[config.mk]
export PLATFORM = sky130hd
export DESIGN_NAME = lsu_ctrl_flat
export DESIGN_NICKNAME = d
export VERILOG_FILES = /design/src/rtl/lsu_ctrl_if.sv /design/src/rtl/lsu_ctrl.sv /design/src/flat_wrapper.sv
export SDC_FILE = /design/constraint.sdc
export NUM_CORES = 1
export LEC_CHECK = 0
export ABC_AREA = 0
export CAP_MARGIN = 20
export CORE_MARGIN = 2
export CORE_UTILIZATION = 49
export DETAILED_ROUTE_END_ITERATION = 10
export PLACE_DENSITY = 0.86
export SLEW_MARGIN = 20
export SYNTH_ARGS = -nofsm -noshare
export SYNTH_HDL_FRONTEND = slang
export SYNTH_SLANG_ARGS = --single-unit
[constraint.sdc]
create_clock -name clk -period 11 [get_ports clk]
set_input_delay 2.2 -clock clk [delete_from_list [all_inputs] [get_ports clk]]
set_output_delay 2.2 -clock clk [all_outputs]
set_load 0.01 [all_outputs]
[src/rtl/lsu_ctrl_if.sv]
// lsu_ctrl_if: request/response handshake plus data-memory bus of the load/store unit.
`default_nettype none

interface lsu_ctrl_if #(
  parameter int ADDR_W = 10
);
  logic              req_valid;
  logic              req_ready;
  logic              req_we;
  logic [2:0]        req_funct3;
  logic [31:0]       req_addr;
  logic [31:0]       req_wdata;
  logic              resp_valid;
  logic              resp_ready;
  logic [31:0]       resp_rdata;
  logic              resp_fault;
  logic [ADDR_W-1:0] mem_addr;
  logic              mem_rW;
  logic              mem_en;
  logic [31:0]       mem_dataIn;
  logic [31:0]       mem_dataOut;

  modport slave (
    input  req_valid, req_we, req_funct3, req_addr, req_wdata, resp_ready, mem_dataOut,
    output req_ready, resp_valid, resp_rdata, resp_fault,
    output mem_addr, mem_rW, mem_en, mem_dataIn
  );

  modport master (
    output req_valid, req_we, req_funct3, req_addr, req_wdata, resp_ready, mem_dataOut,
    input  req_ready, resp_valid, resp_rdata, resp_fault,
    input  mem_addr, mem_rW, mem_en, mem_dataIn
  );
endinterface

`default_nettype wire

[src/rtl/lsu_ctrl.sv]
// lsu_ctrl: RV32I load/store unit with read-modify-write sub-word stores and
// fault rejection of misaligned, out-of-range and illegal accesses.
`default_nettype none

module lsu_ctrl #(
  parameter int ADDR_W = 10
) (
  input  wire logic   clk,
  input  wire logic   rst,
  lsu_ctrl_if.slave   bus
);

  typedef enum logic [2:0] {
    IDLE    = 3'd0,
    READ    = 3'd1,
    CAPTURE = 3'd2,
    WRITE   = 3'd3,
    RESP    = 3'd4
  } state_e;

  state_e            state_q, state_d;
  logic              we_q, we_d;
  logic [2:0]        funct3_q, funct3_d;
  logic [ADDR_W-1:0] addr_q, addr_d;
  logic [31:0]       wdata_q, wdata_d;
  logic [31:0]       wbuf_q, wbuf_d;
  logic [31:0]       rdata_q, rdata_d;
  logic              fault_q, fault_d;

  logic              illegal_f3;
  logic              misaligned;
  logic              out_of_range;
  logic              req_fault;

  // Alignment uses funct3[1:0] (00 byte, 01 half, 10 word); illegal codes fault regardless.
  always_comb begin
    if (bus.req_we) begin
      illegal_f3 = !((bus.req_funct3 == 3'b000) || (bus.req_funct3 == 3'b001) ||
                     (bus.req_funct3 == 3'b010));
    end else begin
      illegal_f3 = (bus.req_funct3 == 3'b011) || (bus.req_funct3[2:1] == 2'b11);
    end
    misaligned   = ((bus.req_funct3[1:0] == 2'b01) && bus.req_addr[0]) ||
                   ((bus.req_funct3[1:0] == 2'b10) && (bus.req_addr[1:0] != 2'b00));
    out_of_range = |bus.req_addr[31:ADDR_W];
    req_fault    = illegal_f3 || misaligned || out_of_range;
  end

  always_ff @(posedge clk or posedge rst) begin
    if (rst) begin
      state_q  <= IDLE;
      we_q     <= 1'b0;
      funct3_q <= 3'b000;
      addr_q   <= '0;
      wdata_q  <= '0;
      wbuf_q   <= '0;
      rdata_q  <= '0;
      fault_q  <= 1'b0;
    end else begin
      state_q  <= state_d;
      we_q     <= we_d;
      funct3_q <= funct3_d;
      addr_q   <= addr_d;
      wdata_q  <= wdata_d;
      wbuf_q   <= wbuf_d;
      rdata_q  <= rdata_d;
      fault_q  <= fault_d;
    end
  end

  always_comb begin
    state_d  = state_q;
    we_d     = we_q;
    funct3_d = funct3_q;
    addr_d   = addr_q;
    wdata_d  = wdata_q;
    wbuf_d   = wbuf_q;
    rdata_d  = rdata_q;
    fault_d  = fault_q;

    case (state_q)
      IDLE: begin
        if (bus.req_valid) begin
          we_d     = bus.req_we;
          funct3_d = bus.req_funct3;
          addr_d   = bus.req_addr[ADDR_W-1:0];
          wdata_d  = bus.req_wdata;
          wbuf_d   = '0;
          rdata_d  = '0;
          fault_d  = req_fault;
          if (req_fault) begin
            state_d = RESP;
          end else if (bus.req_we && (bus.req_funct3 == 3'b010)) begin
            state_d = WRITE;
          end else begin
            state_d = READ;
          end
        end
      end

      READ: state_d = CAPTURE;

      CAPTURE: begin
        if (!we_q) begin
          case (funct3_q)
            3'b000:  rdata_d = {{24{bus.mem_dataOut[7]}}, bus.mem_dataOut[7:0]};
            3'b001:  rdata_d = {{16{bus.mem_dataOut[15]}}, bus.mem_dataOut[15:0]};
            3'b010:  rdata_d = bus.mem_dataOut;
            3'b100:  rdata_d = {24'h0, bus.mem_dataOut[7:0]};
            3'b101:  rdata_d = {16'h0, bus.mem_dataOut[15:0]};
            default: rdata_d = '0;
          endcase
          state_d = RESP;
        end else begin
          // Merge the new low byte/half over the bytes just read at the same address.
          if (funct3_q[0]) begin
            wbuf_d = {bus.mem_dataOut[31:16], wdata_q[15:0]};
          end else begin
            wbuf_d = {bus.mem_dataOut[31:8], wdata_q[7:0]};
          end
          state_d = WRITE;
        end
      end

      WRITE: state_d = RESP;

      RESP: begin
        if (bus.resp_ready) begin
          state_d = IDLE;
        end
      end

      default: state_d = IDLE;
    endcase
  end

  // Memory strobes come from the state register only, so an async reset drops them at once.
  assign bus.mem_en     = (state_q == READ) || (state_q == WRITE);
  assign bus.mem_rW     = (state_q == WRITE);
  assign bus.mem_addr   = addr_q;
  assign bus.mem_dataIn = (state_q != WRITE) ? 32'h0 :
                          (funct3_q == 3'b010) ? wdata_q : wbuf_q;

  assign bus.req_ready  = (state_q == IDLE);
  assign bus.resp_valid = (state_q == RESP);
  assign bus.resp_rdata = rdata_q;
  assign bus.resp_fault = fault_q;

endmodule

`default_nettype wire
[src/flat_wrapper.sv]
// flat-port wrapper written by rule: the top's interface ports become plain ports
module lsu_ctrl_flat 
#(
  parameter int ADDR_W = 10
)
  (clk, rst, bus_req_valid, bus_req_we, bus_req_funct3, bus_req_addr, bus_req_wdata, bus_resp_ready, bus_mem_dataOut, bus_req_ready, bus_resp_valid, bus_resp_rdata, bus_resp_fault, bus_mem_addr, bus_mem_rW, bus_mem_en, bus_mem_dataIn);
  lsu_ctrl_if #(.ADDR_W(ADDR_W)) bus_i ();
  input  wire logic clk;
  input  wire logic rst;
  input wire logic [$bits(bus_i.req_valid)-1:0] bus_req_valid;
  input wire logic [$bits(bus_i.req_we)-1:0] bus_req_we;
  input wire logic [$bits(bus_i.req_funct3)-1:0] bus_req_funct3;
  input wire logic [$bits(bus_i.req_addr)-1:0] bus_req_addr;
  input wire logic [$bits(bus_i.req_wdata)-1:0] bus_req_wdata;
  input wire logic [$bits(bus_i.resp_ready)-1:0] bus_resp_ready;
  input wire logic [$bits(bus_i.mem_dataOut)-1:0] bus_mem_dataOut;
  output wire logic [$bits(bus_i.req_ready)-1:0] bus_req_ready;
  output wire logic [$bits(bus_i.resp_valid)-1:0] bus_resp_valid;
  output wire logic [$bits(bus_i.resp_rdata)-1:0] bus_resp_rdata;
  output wire logic [$bits(bus_i.resp_fault)-1:0] bus_resp_fault;
  output wire logic [$bits(bus_i.mem_addr)-1:0] bus_mem_addr;
  output wire logic [$bits(bus_i.mem_rW)-1:0] bus_mem_rW;
  output wire logic [$bits(bus_i.mem_en)-1:0] bus_mem_en;
  output wire logic [$bits(bus_i.mem_dataIn)-1:0] bus_mem_dataIn;
  assign bus_i.req_valid = bus_req_valid;
  assign bus_i.req_we = bus_req_we;
  assign bus_i.req_funct3 = bus_req_funct3;
  assign bus_i.req_addr = bus_req_addr;
  assign bus_i.req_wdata = bus_req_wdata;
  assign bus_i.resp_ready = bus_resp_ready;
  assign bus_i.mem_dataOut = bus_mem_dataOut;
  assign bus_req_ready = bus_i.req_ready;
  assign bus_resp_valid = bus_i.resp_valid;
  assign bus_resp_rdata = bus_i.resp_rdata;
  assign bus_resp_fault = bus_i.resp_fault;
  assign bus_mem_addr = bus_i.mem_addr;
  assign bus_mem_rW = bus_i.mem_rW;
  assign bus_mem_en = bus_i.mem_en;
  assign bus_mem_dataIn = bus_i.mem_dataIn;
  lsu_ctrl #(.ADDR_W(ADDR_W)) u_core (.clk(clk), .rst(rst), .bus(bus_i));
endmodule
==> flow_metrics.tcl <==
set metrics [dict create \
    synth_xor_area_share_pct 0 \
    clkSinkCount 114 \
    cp.required_ns 8.80 \
    final_util_pct 73.8 \
    synthTopCellsByArea "dfrtp_1, nand2_1, a21oi_1" \
    num_rows 37 \
    dieArea_sq_um 11600 \
    power_per_cell_area_nw_per_um2 161 \
    r2r-start "u_core.state_q[0]" \
    area_growth_pct 45.5 \
    hold_depth 2 \
    hpwl_mm 10.3 \
    yosys_register_bits 114 \
    grt_pass1_vias 4978 \
    reg2reg_depth 4 \
    synth_compound_area_share_pct 13.9 \
    hold_violations 0 \
    hold_buffers 0 \
    placement.io_buffers 182 \
    clock_latency_ns 0.51 \
    dieWidth_um 108 \
    antenna_found_initial 0 \
    fin_tns_setup_ns 0 \
    cts_tree "done" \
    min_path_type "flop to flop" \
    clk_pin_slew_ns 0.06 \
    leakage_nw 3.39 \
    drtIter0Drc 407 \
    tightest_slew_ns 1.04 \
    cp_slowest_cell "nor3b_4" \
    path_buf_inv 2 \
    finalCritPeriodShare_pct 49.2 \
    grt-ovfl-total 0 \
    slew_headroom_pct 30.7 \
    num_io_pins 183 \
    cap_violations 0 \
    synthCells 589 \
    syn_nets 693 \
    htree_levels 4 \
    antenna_left 0 \
    synth_top_family_by_area "simple AND/OR/NAND/NOR gates" \
    nets 858 \
    wl_mm 15.7 \
    startpoint "u_core.funct3_q[0]" \
    syn_area_sq_um 5260 \
    final-instance-count-excl-fill 903 \
    clockBufferDepth 2 \
    vias 4955 \
    outcome "finished, final reports clean" \
    cts_buffers 17 \
    cp-end-kind "output port" \
    initial_utilization_pct 50.7 \
    hp-start "u_core.bus.mem_addr[4]" \
    die_h_um 108 \
    final_common_cell "nand2_1" \
    synth-simple-area-share_pct 25.4 \
    slowest_delay_ns 0.68 \
    cp-start-kind "flop" \
    wire_per_inst_um 17.4 \
    rsz0062_at_grt "false" \
    synth_top_area_cell "dfrtp_1" \
    r2r-end "u_core.bus.resp_rdata[4]" \
    track_usage_pct 27.7 \
    grt_pass1_wl_mm 24.9 \
    diodes 0 \
    dp.cells 871 \
    fmax_mhz 185 \
    root_buffer "clkbuf_8" \
    skew_ns 0.00975 \
    path_delay_family "buffers and inverters" \
    grt_max_degree 79 \
    cp.arrival_ns 3.22 \
    ys_seq_area_share_pct 54.2 \
    post-route-min-period_ns 5.42 \
    r2r_slack_ns 8.60 \
    critical_path_class "flop to output port" \
    min_to "u_core.bus.mem_addr[4]" \
    synth_mux_area_share_pct 1.90 \
    slew_violations 0 \
    fin_ws_ns 5.58 \
    design.core.area_sq_um 10400 \
    peakVddDrop_v 0.0000871 \
    drc 0 \
    post_cts_buffers 0 \
    finalPower_w 0.00123 \
    final_cell_mix "nand2_1, clkdlybuf4s50_1, dfrtp_1" \
    final_layout_size_suffix_gt1_share_pct 7.43 \
    post_cts_resized 0 \
    yosysWarnings 0 \
    ys_types 38 \
    finalSetupViolations 0 \
    crit_chain "nor3b_4 > buf_4 > nand2_1 > a21oi_1 > clkdlybuf4s50_1" \
    place_ws_ns 6.14 \
    gp_congestion 0.787 \
    synth.avg_cell_area_sq_um 8.93 \
    synth-adder-area-share_pct 0 \
    crit_fanout 34 \
    firstDrtPassIters 7 \
    synth_top_area_share_pct 54.2 \
    via_per_inst 5.49 \
]
==> layout make-up <==
class,count,area (sq um)
inverters,4,17.5
fillers,747,2710
multi-input cells,430,2180
repair buffers,187,1870
clock buffers,17,414
flip-flops and latches,114,2850
well taps,136,170
clock inverters,15,160
==> metal layers <==
metal  wire length (um)  GRT usage [%]
met4                219           10.6
met1               6310           34.8
met2               7940           46.2
met5                  0              0
met3               1200           6.72
==> cells in the mapped netlist <==
library cell and number:
nand4_1 2, nand2b_1 1, buf_6 3, nand2_1 252, clkbuf_1 9, buf_2 19, and2_1 3, o21ai_0 10
buf_4 8, o2bb2ai_2 8, a21o_1 1, nor2_8 1, nor3b_1 1, buf_1 2, inv_1 4, nor4_1 5
o2bb2ai_1 16, a22o_1 8, nor3_1 1, nor3_4 1, nand2_2 1, a211oi_1 1, a2111oi_0 1, o41ai_1 1
nand3_1 32, nor3b_2 1, o21ai_4 1, nor2_1 6, or3b_1 1, or2_1 1, nor3_2 2, nor4b_2 1
nor2b_1 3, mux2i_1 10, o32a_1 1, dfrtp_1 114, a41o_1 1, a21oi_1 56
==> worst max path at each step <==
stage                                        end  slack (ns)  depth (start not counted)
after floorplan           u_core.bus.mem_addr[0]        5.78                          1
after global routing          bus_mem_dataIn[26]        5.44                          5
after global placement        bus_mem_dataIn[20]        6.08                          4
after CTS                     bus_mem_dataIn[26]        5.57                          5
after detailed placement      bus_mem_dataIn[26]        6.14                          5
final                         bus_mem_dataIn[26]        5.58                          5
==> where the power goes <==
part	switching, W	internal [W]
registers	0.0000373	0.000459
clock network	0.000204	0.000323
logic	0.000114	0.0000935
==> flip-flops by register name (all words and copies together), names as in the netlist <==
signal                 cells
u_core.state_q             3
u_core.bus.resp_fault      1
u_core.wbuf_q             32
u_core.bus.mem_addr       10
u_core.bus.resp_rdata     32
u_core.wdata_q            32
u_core.funct3_q            3
u_core.we_q                1
==> stage by stage <==
step	area (sq um)	hold WS, ns
2_1_floorplan	5260	0.446
3_3_place_gp	7070	0.457
3_5_place_dp	7080	0.461
4_1_cts	7660	0.476
5_1_grt	7660	0.496
6_report	7660	0.473
==> cells by family (layout without fill, tap and decap cells) <==
family / after synthesis / after routing
compound gates: 105 / 105
flops: 114 / 114
buf+inv: 45 / 223
mux: 10 / 10
simple gates: 315 / 315
==> worst min-delay path, cell delays in order, from the launching register on <==
cell and delay (ns):
dfrtp_1 0.34, nand2_1 0.05, nand2_1 0.05
No activity file was read; power rests on OpenSTA's default activity.
